File: src/rtl/music_mem_pkg.sv
// Shared definitions for the song-memory write path: FSM states, table layout and table addressing.
// Define MUSIC_WR_CHECKSUM_EN to add a per-song checksum word to the index table.
package music_mem_pkg;

    localparam int IDX_W = 5;

`ifdef MUSIC_WR_CHECKSUM_EN
    localparam int TABLE_WORDS = 3;
    localparam int DATA_BASE   = 96;

    typedef enum logic [2:0] {
        IDLE     = 3'd0,
        STREAM   = 3'd1,
        WR_START = 3'd2,
        WR_END   = 3'd3,
        WR_SUM   = 3'd4,
        DONE     = 3'd5
    } wr_state_e;
`else
    localparam int TABLE_WORDS = 2;
    localparam int DATA_BASE   = 64;

    typedef enum logic [2:0] {
        IDLE     = 3'd0,
        STREAM   = 3'd1,
        WR_START = 3'd2,
        WR_END   = 3'd3,
        DONE     = 3'd4
    } wr_state_e;
`endif

    typedef enum logic [1:0] {
        FLD_START = 2'd0,
        FLD_END   = 2'd1,
        FLD_SUM   = 2'd2
    } tbl_field_e;

    // Zero-extended slot address; callers narrow it to their RAM address width.
    function automatic int unsigned tbl_addr(input logic [IDX_W-1:0] idx, input tbl_field_e field);
        return 32'(idx) * 32'(TABLE_WORDS) + 32'(field);
    endfunction

endpackage

File: src/rtl/music_memory_writer_if.sv
// Loader-side stream, control and RAM write port of the song-memory writer.
interface music_memory_writer_if
    import music_mem_pkg::*;
#(
    parameter int ADDR_W = 16,
    parameter int DATA_W = 16
);
    logic              start;
    logic [IDX_W-1:0]  song_index;
    logic              clear_all;
    logic [DATA_W-1:0] s_data;
    logic              s_valid;
    logic              s_last;
    logic              s_ready;
    logic [ADDR_W-1:0] mem_addr;
    logic [DATA_W-1:0] mem_wdata;
    logic              mem_we;
    logic              busy;
    logic              done;
    logic              overflow;

    modport slave (
        input  start, song_index, clear_all, s_data, s_valid, s_last,
        output s_ready, mem_addr, mem_wdata, mem_we, busy, done, overflow
    );

    modport master (
        output start, song_index, clear_all, s_data, s_valid, s_last,
        input  s_ready, mem_addr, mem_wdata, mem_we, busy, done, overflow
    );
endinterface

File: src/rtl/music_wr_ptr.sv
// Song RAM write pointer: reloads BASE on clear, counts up, and saturates one past MEM_LAST
// with a sticky carry so the pointer never wraps back into the index table.
module music_wr_ptr #(
    parameter int                ADDR_W   = 16,
    parameter logic [ADDR_W-1:0] BASE     = {ADDR_W{1'b0}},
    parameter logic [ADDR_W-1:0] MEM_LAST = {ADDR_W{1'b1}}
) (
    input  logic              clock,
    input  logic              reset,
    input  logic              clear,
    input  logic              incr,
    output logic [ADDR_W-1:0] value,
    output logic              at_last,
    output logic              carry
);
    localparam logic [ADDR_W-1:0] ONE = {{(ADDR_W-1){1'b0}}, 1'b1};

    logic [ADDR_W-1:0] ptr_r;
    logic              carry_r;

    // Pointer register with saturation once the last address has been consumed.
    always_ff @(posedge clock) begin
        if (reset || clear) begin
            ptr_r   <= BASE;
            carry_r <= 1'b0;
        end else if (incr && !carry_r) begin
            ptr_r   <= ptr_r + ONE;
            carry_r <= (ptr_r == MEM_LAST);
        end else begin
            ptr_r   <= ptr_r;
            carry_r <= carry_r;
        end
    end

    assign value   = ptr_r;
    assign at_last = (ptr_r == MEM_LAST) && !carry_r;
    assign carry   = carry_r;
endmodule

File: src/rtl/music_memory_writer.sv
// Writes one song's sample stream into the song RAM, then its index-table entry (start, end[, sum]).
// Define MUSIC_WR_CHECKSUM_EN for the three-word table entry with a wrapping sample checksum.
module music_memory_writer
    import music_mem_pkg::*;
#(
    parameter int                ADDR_W   = 16,
    parameter int                DATA_W   = 16,
    parameter logic [ADDR_W-1:0] MEM_LAST = {ADDR_W{1'b1}}
) (
    input  logic                 clock,
    input  logic                 reset,
    music_memory_writer_if.slave bus
);
    wr_state_e         state_r, next_state_s;
    logic [IDX_W-1:0]  idx_r;
    logic [ADDR_W-1:0] start_addr_r, end_addr_r;
    logic [ADDR_W-1:0] ptr_s;
    logic              ptr_at_last_s, ptr_carry_s, ptr_clear_s;
    logic              hs_s, term_s;
    logic              wr_en_s;
    logic [ADDR_W-1:0] wr_addr_s;
    logic [DATA_W-1:0] wr_data_s;
    logic              mem_we_r, s_ready_r, busy_r, done_r, overflow_r;
    logic [ADDR_W-1:0] mem_addr_r;
    logic [DATA_W-1:0] mem_wdata_r;
`ifdef MUSIC_WR_CHECKSUM_EN
    logic [DATA_W-1:0] sum_r;
`endif

    music_wr_ptr #(
        .ADDR_W   (ADDR_W),
        .BASE     (ADDR_W'(DATA_BASE)),
        .MEM_LAST (MEM_LAST)
    ) u_wr_ptr (
        .clock   (clock),
        .reset   (reset),
        .clear   (ptr_clear_s),
        .incr    (hs_s),
        .value   (ptr_s),
        .at_last (ptr_at_last_s),
        .carry   (ptr_carry_s)
    );

    // Next state and the RAM write requested for this cycle.
    always_comb begin
        next_state_s = state_r;
        ptr_clear_s  = 1'b0;
        hs_s         = 1'b0;
        term_s       = 1'b0;
        wr_en_s      = 1'b0;
        wr_addr_s    = {ADDR_W{1'b0}};
        wr_data_s    = {DATA_W{1'b0}};
        case (state_r)
            IDLE: begin
                if (bus.start) next_state_s = STREAM;
                else           ptr_clear_s  = bus.clear_all;
            end
            STREAM: begin
                hs_s      = bus.s_valid & s_ready_r;
                // A saturated pointer still accepts one sample so the song closes as an empty entry.
                term_s    = hs_s & (bus.s_last | ptr_at_last_s | ptr_carry_s);
                wr_en_s   = hs_s & ~ptr_carry_s;
                wr_addr_s = ptr_s;
                wr_data_s = bus.s_data;
                if (term_s) next_state_s = WR_START;
                else        next_state_s = STREAM;
            end
            WR_START: begin
                wr_en_s      = 1'b1;
                wr_addr_s    = ADDR_W'(tbl_addr(idx_r, FLD_START));
                wr_data_s    = DATA_W'(start_addr_r);
                next_state_s = WR_END;
            end
            WR_END: begin
                wr_en_s      = 1'b1;
                wr_addr_s    = ADDR_W'(tbl_addr(idx_r, FLD_END));
                wr_data_s    = DATA_W'(end_addr_r);
`ifdef MUSIC_WR_CHECKSUM_EN
                next_state_s = WR_SUM;
            end
            WR_SUM: begin
                wr_en_s      = 1'b1;
                wr_addr_s    = ADDR_W'(tbl_addr(idx_r, FLD_SUM));
                wr_data_s    = sum_r;
                next_state_s = DONE;
`else
                next_state_s = DONE;
`endif
            end
            DONE: begin
                next_state_s = IDLE;
            end
            default: begin
                next_state_s = IDLE;
            end
        endcase
    end

    // State, registered RAM port and status outputs, per-song bookkeeping.
    always_ff @(posedge clock) begin
        if (reset) begin
            state_r      <= IDLE;
            idx_r        <= {IDX_W{1'b0}};
            start_addr_r <= {ADDR_W{1'b0}};
            end_addr_r   <= {ADDR_W{1'b0}};
            mem_we_r     <= 1'b0;
            mem_addr_r   <= {ADDR_W{1'b0}};
            mem_wdata_r  <= {DATA_W{1'b0}};
            s_ready_r    <= 1'b0;
            busy_r       <= 1'b0;
            done_r       <= 1'b0;
            overflow_r   <= 1'b0;
`ifdef MUSIC_WR_CHECKSUM_EN
            sum_r        <= {DATA_W{1'b0}};
`endif
        end else begin
            state_r   <= next_state_s;
            mem_we_r  <= wr_en_s;
            s_ready_r <= (next_state_s == STREAM);
            busy_r    <= (next_state_s != IDLE);
            done_r    <= (state_r == DONE);
            if (wr_en_s) begin
                mem_addr_r  <= wr_addr_s;
                mem_wdata_r <= wr_data_s;
            end
            if (state_r == IDLE && bus.start) begin
                idx_r        <= bus.song_index;
                start_addr_r <= ptr_s;
                overflow_r   <= 1'b0;
`ifdef MUSIC_WR_CHECKSUM_EN
                sum_r        <= {DATA_W{1'b0}};
`endif
            end
            if (hs_s) begin
                end_addr_r <= ptr_carry_s ? MEM_LAST : ptr_s;
                if (ptr_carry_s || (ptr_at_last_s && !bus.s_last)) overflow_r <= 1'b1;
`ifdef MUSIC_WR_CHECKSUM_EN
                sum_r <= sum_r + bus.s_data;
`endif
            end
        end
    end

    assign bus.s_ready   = s_ready_r;
    assign bus.mem_we    = mem_we_r;
    assign bus.mem_addr  = mem_addr_r;
    assign bus.mem_wdata = mem_wdata_r;
    assign bus.busy      = busy_r;
    assign bus.done      = done_r;
    assign bus.overflow  = overflow_r;
endmodule

File: src/flat_wrapper.sv
// flat-port wrapper written by rule: the top's interface ports become plain ports
module music_memory_writer_flat import music_mem_pkg::*;
#(
    parameter int                ADDR_W   = 16,
    parameter int                DATA_W   = 16,
    parameter logic [ADDR_W-1:0] MEM_LAST = {ADDR_W{1'b1}}
)
  (clock, reset, bus_start, bus_song_index, bus_clear_all, bus_s_data, bus_s_valid, bus_s_last, bus_s_ready, bus_mem_addr, bus_mem_wdata, bus_mem_we, bus_busy, bus_done, bus_overflow);
  music_memory_writer_if #(.ADDR_W(ADDR_W), .DATA_W(DATA_W)) bus_i ();
  input  logic clock;
  input  logic reset;
  input wire logic [$bits(bus_i.start)-1:0] bus_start;
  input wire logic [$bits(bus_i.song_index)-1:0] bus_song_index;
  input wire logic [$bits(bus_i.clear_all)-1:0] bus_clear_all;
  input wire logic [$bits(bus_i.s_data)-1:0] bus_s_data;
  input wire logic [$bits(bus_i.s_valid)-1:0] bus_s_valid;
  input wire logic [$bits(bus_i.s_last)-1:0] bus_s_last;
  output wire logic [$bits(bus_i.s_ready)-1:0] bus_s_ready;
  output wire logic [$bits(bus_i.mem_addr)-1:0] bus_mem_addr;
  output wire logic [$bits(bus_i.mem_wdata)-1:0] bus_mem_wdata;
  output wire logic [$bits(bus_i.mem_we)-1:0] bus_mem_we;
  output wire logic [$bits(bus_i.busy)-1:0] bus_busy;
  output wire logic [$bits(bus_i.done)-1:0] bus_done;
  output wire logic [$bits(bus_i.overflow)-1:0] bus_overflow;
  assign bus_i.start = bus_start;
  assign bus_i.song_index = bus_song_index;
  assign bus_i.clear_all = bus_clear_all;
  assign bus_i.s_data = bus_s_data;
  assign bus_i.s_valid = bus_s_valid;
  assign bus_i.s_last = bus_s_last;
  assign bus_s_ready = bus_i.s_ready;
  assign bus_mem_addr = bus_i.mem_addr;
  assign bus_mem_wdata = bus_i.mem_wdata;
  assign bus_mem_we = bus_i.mem_we;
  assign bus_busy = bus_i.busy;
  assign bus_done = bus_i.done;
  assign bus_overflow = bus_i.overflow;
  music_memory_writer #(.ADDR_W(ADDR_W), .DATA_W(DATA_W), .MEM_LAST(MEM_LAST)) u_core (.clock(clock), .reset(reset), .bus(bus_i));
endmodule
File: config.mk
export PLATFORM = sky130hd
export DESIGN_NAME = music_memory_writer_flat
export DESIGN_NICKNAME = d
export VERILOG_FILES = /design/src/rtl/music_mem_pkg.sv /design/src/rtl/music_memory_writer_if.sv /design/src/rtl/music_wr_ptr.sv /design/src/rtl/music_memory_writer.sv /design/src/flat_wrapper.sv
export SDC_FILE = /design/constraint.sdc
export NUM_CORES = 1
export LEC_CHECK = 0
export ABC_AREA = 1
export BUFFER_PORTS_ARGS = -buffer_cell sky130_fd_sc_hd__buf_2
export CAP_MARGIN = 40
export CELL_PAD_IN_SITES_DETAIL_PLACEMENT = 1
export CELL_PAD_IN_SITES_GLOBAL_PLACEMENT = 1
export CORE_MARGIN = 2
export CORE_UTILIZATION = 41
export CTS_CLUSTER_SIZE = 28
export DETAILED_ROUTE_END_ITERATION = 6
export PLACE_DENSITY_LB_ADDON = 0.1
export SETUP_SLACK_MARGIN = 0.3
export SYNTH_ARGS = -nofsm -noshare
export SYNTH_HDL_FRONTEND = slang
export SYNTH_SLANG_ARGS = --single-unit
File: constraint.sdc
create_clock -name clock -period 1.87 [get_ports clock]
set_clock_uncertainty 0.1 [all_clocks]
set_input_delay 0.2805 -clock clock [delete_from_list [all_inputs] [get_ports clock]]
set_output_delay 0.2805 -clock clock [all_outputs]
set_load 0.01 [all_outputs]
==> Yosys cells after proc, flatten, opt, wreduce, memory -nomap -nowiden <==
Index checks and enable logic that the tools add are counted.
W data, S select, Z words.
{ "word_totals": {"register_bits": 94, "inputBits": 27, "output_inout_bits": 37, "word_cells": 51} }
{ "classes": {"add_sub_neg": 2, "n_eq_ne": 6, "n_mux": 13, "bitwise": 6, "reduce_logical": 11} }
{ "op_table": {"columns": ["operator", "n"], "rows": [
  ["$pmux W16 S3", 2],
  ["$add A16 B1 Y16 const B", 1],
  ["$eq A16 B16 Y1 const B", 1],
  ["$mux W16", 1],
  ["$pmux W3 S4", 1],
  ["$add A6 B1 Y7 const B", 1],
  ["$eq A3 B1 Y1 const B", 2],
  ["$eq A3 B2 Y1 const B", 2],
  ["$mux W1", 6],
  ["$logic_and A1 B1 Y1", 4],
  ["$and A1 B1 Y1", 3],
  ["$eq A3 B3 Y1 const B", 1],
  ["$logic_not A3 Y1", 1],
  ["$mux W3", 1],
  ["$reduce_bool A3 Y1", 1],
  ["$logic_not A1 Y1", 2],
  ["$logic_or A1 B1 Y1", 2],
  ["$mux W2", 1],
  ["$or A1 B1 Y1", 2],
  ["$pmux W1 S2", 1],
  ["$reduce_or A2 Y1", 1],
  ["$not A1 Y1", 1]
]} }

==> Logic depth before layout (Yosys ltp) <==
{ "depth": {"depth_word": 8, "ltp_mapped": 10, "depth_no_buf": 9} }

==> Cells and area by module <==
Synthesis repeated with hierarchy kept, for this count alone.
{ "hier_totals": {"hier_cells": 593, "area_unflattened_um2": 4279.1} }
{ "by_module_without_submodules": {"columns": ["module", "n_inst", "cells_per_inst", "area_each_um2", "seq_area_each_um2"], "rows": [
  ["music_memory_writer", 1, 456, 3344.5, 1541.5],
  ["music_wr_ptr", 1, 137, 934.6, 340.3]
]} }

==> Worst setup path after synthesis <==
OpenSTA, ideal clock, no wires.
{ "synth_timing": {"path_type": "reg2reg", "start": "register u_core.s_ready_r (netlist: u_core.bus.s_ready)", "end": "register u_core.mem_addr_r[4] (netlist: u_core.bus.mem_addr[4])", "setup_ns": 0.120, "t_arrival_ns": 1.376, "required_time_ns": 1.650, "setup_slack_ns": 0.275, "path_stages_with_launch": 10, "period_less_slack_ns": 1.595, "path_cell_list": "dfxtp_1 > nand2_1 > nor2_8 > nand2_4 > nand2_4 > nor2_1 > buf_4 > buf_6 > nand2_1 > nand3_1"} }
{ "synth_between": {"elab_chain_cells": 3} }
{ "synth_rtl": {"columns": ["element", "line", "rtl"], "rows": [
  ["start: declaration", "music_memory_writer.sv:23", "logic mem_we_r, s_ready_r, busy_r, done_r, overflow_r;"],
  ["start signal: assignment", "music_memory_writer.sv:119", "s_ready_r <= (next_state_s == STREAM);"],
  ["$and A1 B1 Y1", "music_memory_writer.sv:59", "hs_s = bus.s_valid & s_ready_r;"],
  ["$and A1 B1 Y1", "music_memory_writer.sv:62", "wr_en_s = hs_s & ~ptr_carry_s;"],
  ["$pmux W1 S2", "music_memory_writer.sv:53", "case (state_r)"],
  ["end signal: assignment", "music_memory_writer.sv:107", "mem_addr_r <= {ADDR_W{1'b0}};"],
  ["end signal: assignment", "music_memory_writer.sv:123", "mem_addr_r <= wr_addr_s;"],
  ["end: declaration", "music_memory_writer.sv:24", "logic [ADDR_W-1:0] mem_addr_r;"]
]} }
Every way passes these cells.
A chain may end at the register's enable or synchronous reset.

==> Final worst setup path <==
{ "layout_timing": {"start": "register u_core.state_r[2]", "end": "register u_core.u_wr_ptr.ptr_r[15] (netlist: u_core.u_wr_ptr.value[15])"} }
{ "layout_between": {"elab_chain_cells": 3, "elab_cells_between_ends": 6, "classes_between": "eq/ne (1); mux (2); reduce/logical (3)"} }
{ "layout_rtl": {"columns": ["element", "line", "rtl"], "rows": [
  ["start: declaration", "music_memory_writer.sv:14", "wr_state_e state_r, next_state_s;"],
  ["start signal: assignment", "music_memory_writer.sv:117", "state_r <= next_state_s;"],
  ["$eq A3 B1 Y1 or $logic_not A3 Y1 (tied branches)", "music_memory_writer.sv:53", null],
  ["$mux W1", "music_memory_writer.sv:53", null],
  ["$logic_and A1 B1 Y1 or $logic_or A1 B1 Y1 (tied branches)", "music_wr_ptr.sv:26, music_wr_ptr.sv:23", null],
  ["end signal: assignment", "music_wr_ptr.sv:27", "ptr_r <= ptr_r + ONE;"],
  ["end signal: assignment", "music_wr_ptr.sv:30", "ptr_r <= ptr_r;"],
  ["end: declaration", "music_wr_ptr.sv:18", "logic [ADDR_W-1:0] ptr_r;"]
]} }
Several ways; a longest one is shown, not always the timed one.

==> flow_metrics.py <==
metrics = {
    "run_status": {
        "status": "complete, no violations",
    },
    "synth": {
        "synth_top_area_share_pct": 48.38,
        "ys_ff_latch": 94,
        "synth_area_leaders": "dfxtp_1 48%, nand2_1 11%, a21oi_1 7.2%",
        "synthCells": 506,
        "synth_area_um2": 3890,
        "ys_seq_area_share_pct": 48.38,
        "yosysUniqueCellTypes": 32,
        "synth_warnings": 0,
        "postSynthAreaPerCell_um2": 7.688,
        "synth_nets": 534,
        "synth_top_area_cell": "dfxtp_1",
    },
    "timing": {
        "layout_min_cycle_time_ns": 1.680,
        "max_freq_ghz": 0.5952,
        "rsz0062_at_grt": "true",
        "finalHoldViolCount": 0,
        "setup_viol": 0,
        "slew_viol_final": 0,
        "setup_tns_ns": 0,
        "tightest_slew_ns": 0.3076,
        "slew_headroom_pct": 79.34,
        "worst_slack_ns": 0.1899,
        "min_period_over_period_pct": 89.85,
    },
    "worst_hold_path": {
        "hold_class": "in2reg",
    },
    "floorplanning": {
        "die_w_um": 101.4,
        "dieArea_um2": 10280,
        "rows": 35,
        "start_util_pct": 42.10,
        "die_y_um": 101.4,
        "pin_count": 64,
        "core_area_um2": 9240,
    },
    "setup_path": {
        "endpoint": "u_core.u_wr_ptr.value[15]",
        "crit_required_ns": 2.08,
        "startpoint": "u_core.state_r[2]",
        "ff2ff_setup_slack_ns": 0.19,
        "path_class": "reg2reg",
        "critPathCaptureType": "flip-flop",
        "r2r_cells": 8,
        "reg2reg_from": "u_core.state_r[2]",
        "r2r-end": "u_core.u_wr_ptr.value[15]",
        "setup.worst_path.start_class": "flip-flop",
        "crit_arrival_ns": 1.89,
        "crit_path_frequent_cell": "buf_6",
        "critPathSlowestCell": "dfxtp_4",
        "cp_max_fo": 11,
        "cpPeakStageDelay_ns": 0.37,
        "crit_chain": "nor2_4, nand2_4, buf_6, nor3_4, buf_6, clkbuf_16, nand2_1, a21oi_1",
    },
    "power_and_ir_drop": {
        "vdd_ir_drop_max_mv": 0.3527,
        "power_density_nw_per_um2": 814.8,
        "p_leak_uw": 0.002045,
        "power_uw": 4153,
    },
    "layout": {
        "multi_input_area_um2": 1827,
        "area_delta_synth_final_pct": 31.04,
        "register_area_um2": 1899,
        "nets": 626,
        "num_antenna_cells": 0,
        "drive_above_1_share_pct": 29.35,
        "fill_cells": 1139,
    },
    "clock_network": {
        "clk_path_buf_depth": 2,
        "htree_levels": 3,
        "cts.sinks": 94,
        "insertion_delay_ns": 0.38,
        "numCtsBuffers": 9,
        "clockRootBuffer": "clkbuf_8",
        "cts_tree": "yes",
        "clk_pin_slew_worst_paths_ns": 0.10,
    },
    "drt": {
        "vias_per_cell": 5.199,
        "drt-wirelength-per-cell_um": 17.28,
        "drc": 0,
        "num_vias": 3806,
        "ant_nets": 0,
        "first_pass_iters": 4,
        "drt_iter0_markers": 161,
        "drt-total-wl_um": 12650,
    },
    "global_routing": {
        "grt_pass1_vias": 3811,
        "grt_pass1_wl_um": 19130,
        "grt_antenna_before_repair": 0,
        "grt_max_degree": 26,
        "track_usage_pct": 23.96,
        "grt_overflow": 0,
    },
    "placement": {
        "dp_hpwl_um": 8681,
        "port_buffers": 63,
        "dpl_worst_slack_ns": 0.06897,
        "gp_congestion": 0.9052,
    },
    "flow_run": {
        "maxCapViolCount": 0,
    },
}
report_power, final:
part / internal [uW] / switching [uW]
Sequential: 2060 / 30.0
Combinational: 162 / 243
Clock: 930 / 730
Total: 3150 / 1000
cells in the final DEF (no fill, tap or decap), types with 3 or more instances in the layout:
cell type | synthesis | routed
buf_12 | 0 | 3
nand3_1 | 15 | 13
o21ai_2 | 10 | 12
nor3_1 | 5 | 4
inv_1 | 53 | 49
o21ai_0 | 41 | 35
a21oi_2 | 0 | 3
nand2_1 | 117 | 108
nor2_1 | 33 | 27
buf_4 | 1 | 22
dfxtp_1 | 94 | 86
a21oi_1 | 56 | 53
dfxtp_2 | 0 | 5
bufinv_16 | 0 | 3
o22ai_1 | 6 | 4
buf_6 | 2 | 11
dfxtp_4 | 0 | 3
xor2_1 | 4 | 4
nor2_4 | 0 | 5
nand2_2 | 0 | 8
nand2_4 | 4 | 4
a221oi_1 | 14 | 14
buf_2 | 6 | 63
clkbuf_8 | 0 | 10
o21ai_1 | 13 | 17
inv_2 | 4 | 5
through the flow:
step / hold slack [ns] / instance area [um^2] / utilization, % / std cells
2_1_floorplan: 0.3239 / 3908 / - / 506
3_3_place_gp: 0.3330 / 4473 / 48.41 / 700
3_5_place_dp: 0.3419 / 4488 / 48.57 / 701
4_1_cts: 0.05026 / 4872 / 52.73 / 726
5_1_grt: 0.06303 / 5097 / 55.17 / 732
6_report: 0.05476 / 5097 / 55.17 / 732
worst min-delay path by stage:
stage	startpoint	endpoint	depth (start not counted)
after floorplan	bus_song_index[0]	u_core.idx_r[0]	2
after global placement	u_core.bus.mem_wdata[4]	u_core.bus.mem_wdata[4]	2
after detailed placement	u_core.bus.mem_wdata[1]	u_core.bus.mem_wdata[1]	2
after CTS	bus_song_index[1]	u_core.idx_r[1]	3
after global routing	bus_song_index[1]	u_core.idx_r[1]	3
final	bus_song_index[1]	u_core.idx_r[1]	3
synthesized netlist by cell type, drive strengths merged:
library cell and n:
nor4 1, nand3 15, nand4 2, ha 1
nor2 36, a31oi 2, clkinv 1, o22ai 6
a221oi 14, buf 10, nand2 121, o211ai 1
nor3 6, inv 57, a211oi 1, clkbuf 11
dfxtp 94, xor2 4, nand3b 2, o21ai 64
a21oi 56, o21a 1
routing by layer:
metal / vias to the layer above / track usage (%) / wire (um)
met5: - / 0 / 0
met4: 0 / 7.484 / 179
met3: 19 / 3.658 / 539
met2: 89 / 40.30 / 6222
met1: 1838 / 31.77 / 5707
li1: 1860 / - / -
cell type report:
cell class                      count  area share [%]
Sequential cell                    94           37.26
Multi-Input combinational cell    333           35.84
Timing Repair Buffer              102           14.31
Inverter                           58           4.541
Tap cell                          129           3.166
Clock buffer                       11           2.774
Clock inverter                      5           2.111
registers in the layout (all words and copies together) (netlist names), 3 cells and up:
| name | cells |
|---|---|
| u_core.state_r | 3 |
| u_core.start_addr_r | 16 |
| u_core.end_addr_r | 16 |
| u_core.idx_r | 5 |
| u_core.bus.mem_wdata | 16 |
| u_core.u_wr_ptr.value | 16 |
| u_core.bus.mem_addr | 16 |
kinds of logic (layout without fill, tap and decap cells):
| group | after synthesis | in the layout | share of synthesized area (%) |
|---|---|---|---|
| AOI/OAI and AO/OA | 145 | 145 | 21.42 |
| xor gates and xnor gates | 4 | 4 | 0.9005 |
| and+or+nand+nor | 183 | 183 | 20.68 |
| buffers and inverters | 79 | 176 | 8.298 |
| adders and majority gates | 1 | 1 | 0.3216 |
| DFF | 94 | 94 | 48.38 |
worst max-delay path, delay by kind of cell, from the launching register on:
kind,cells,cell delay [ns]
buffers and inverters,3,0.46
flip-flops,1,0.37
AO/OA/AOI/OAI,1,0.10
AND/OR/NAND/NOR,4,0.57
what timing repair did:
| item | CTS | global route |
|---|---|---|
| cloned | 0 | 2 |
| buffers inserted | 9 | 4 |
| pin swaps | 1 | 13 |
| resized for setup | 22 | 45 |
| hold buffers | 0 | 0 |
| endpoints found under the setup margin | 61 | 76 |
Power figures use the tool's default switching activity.
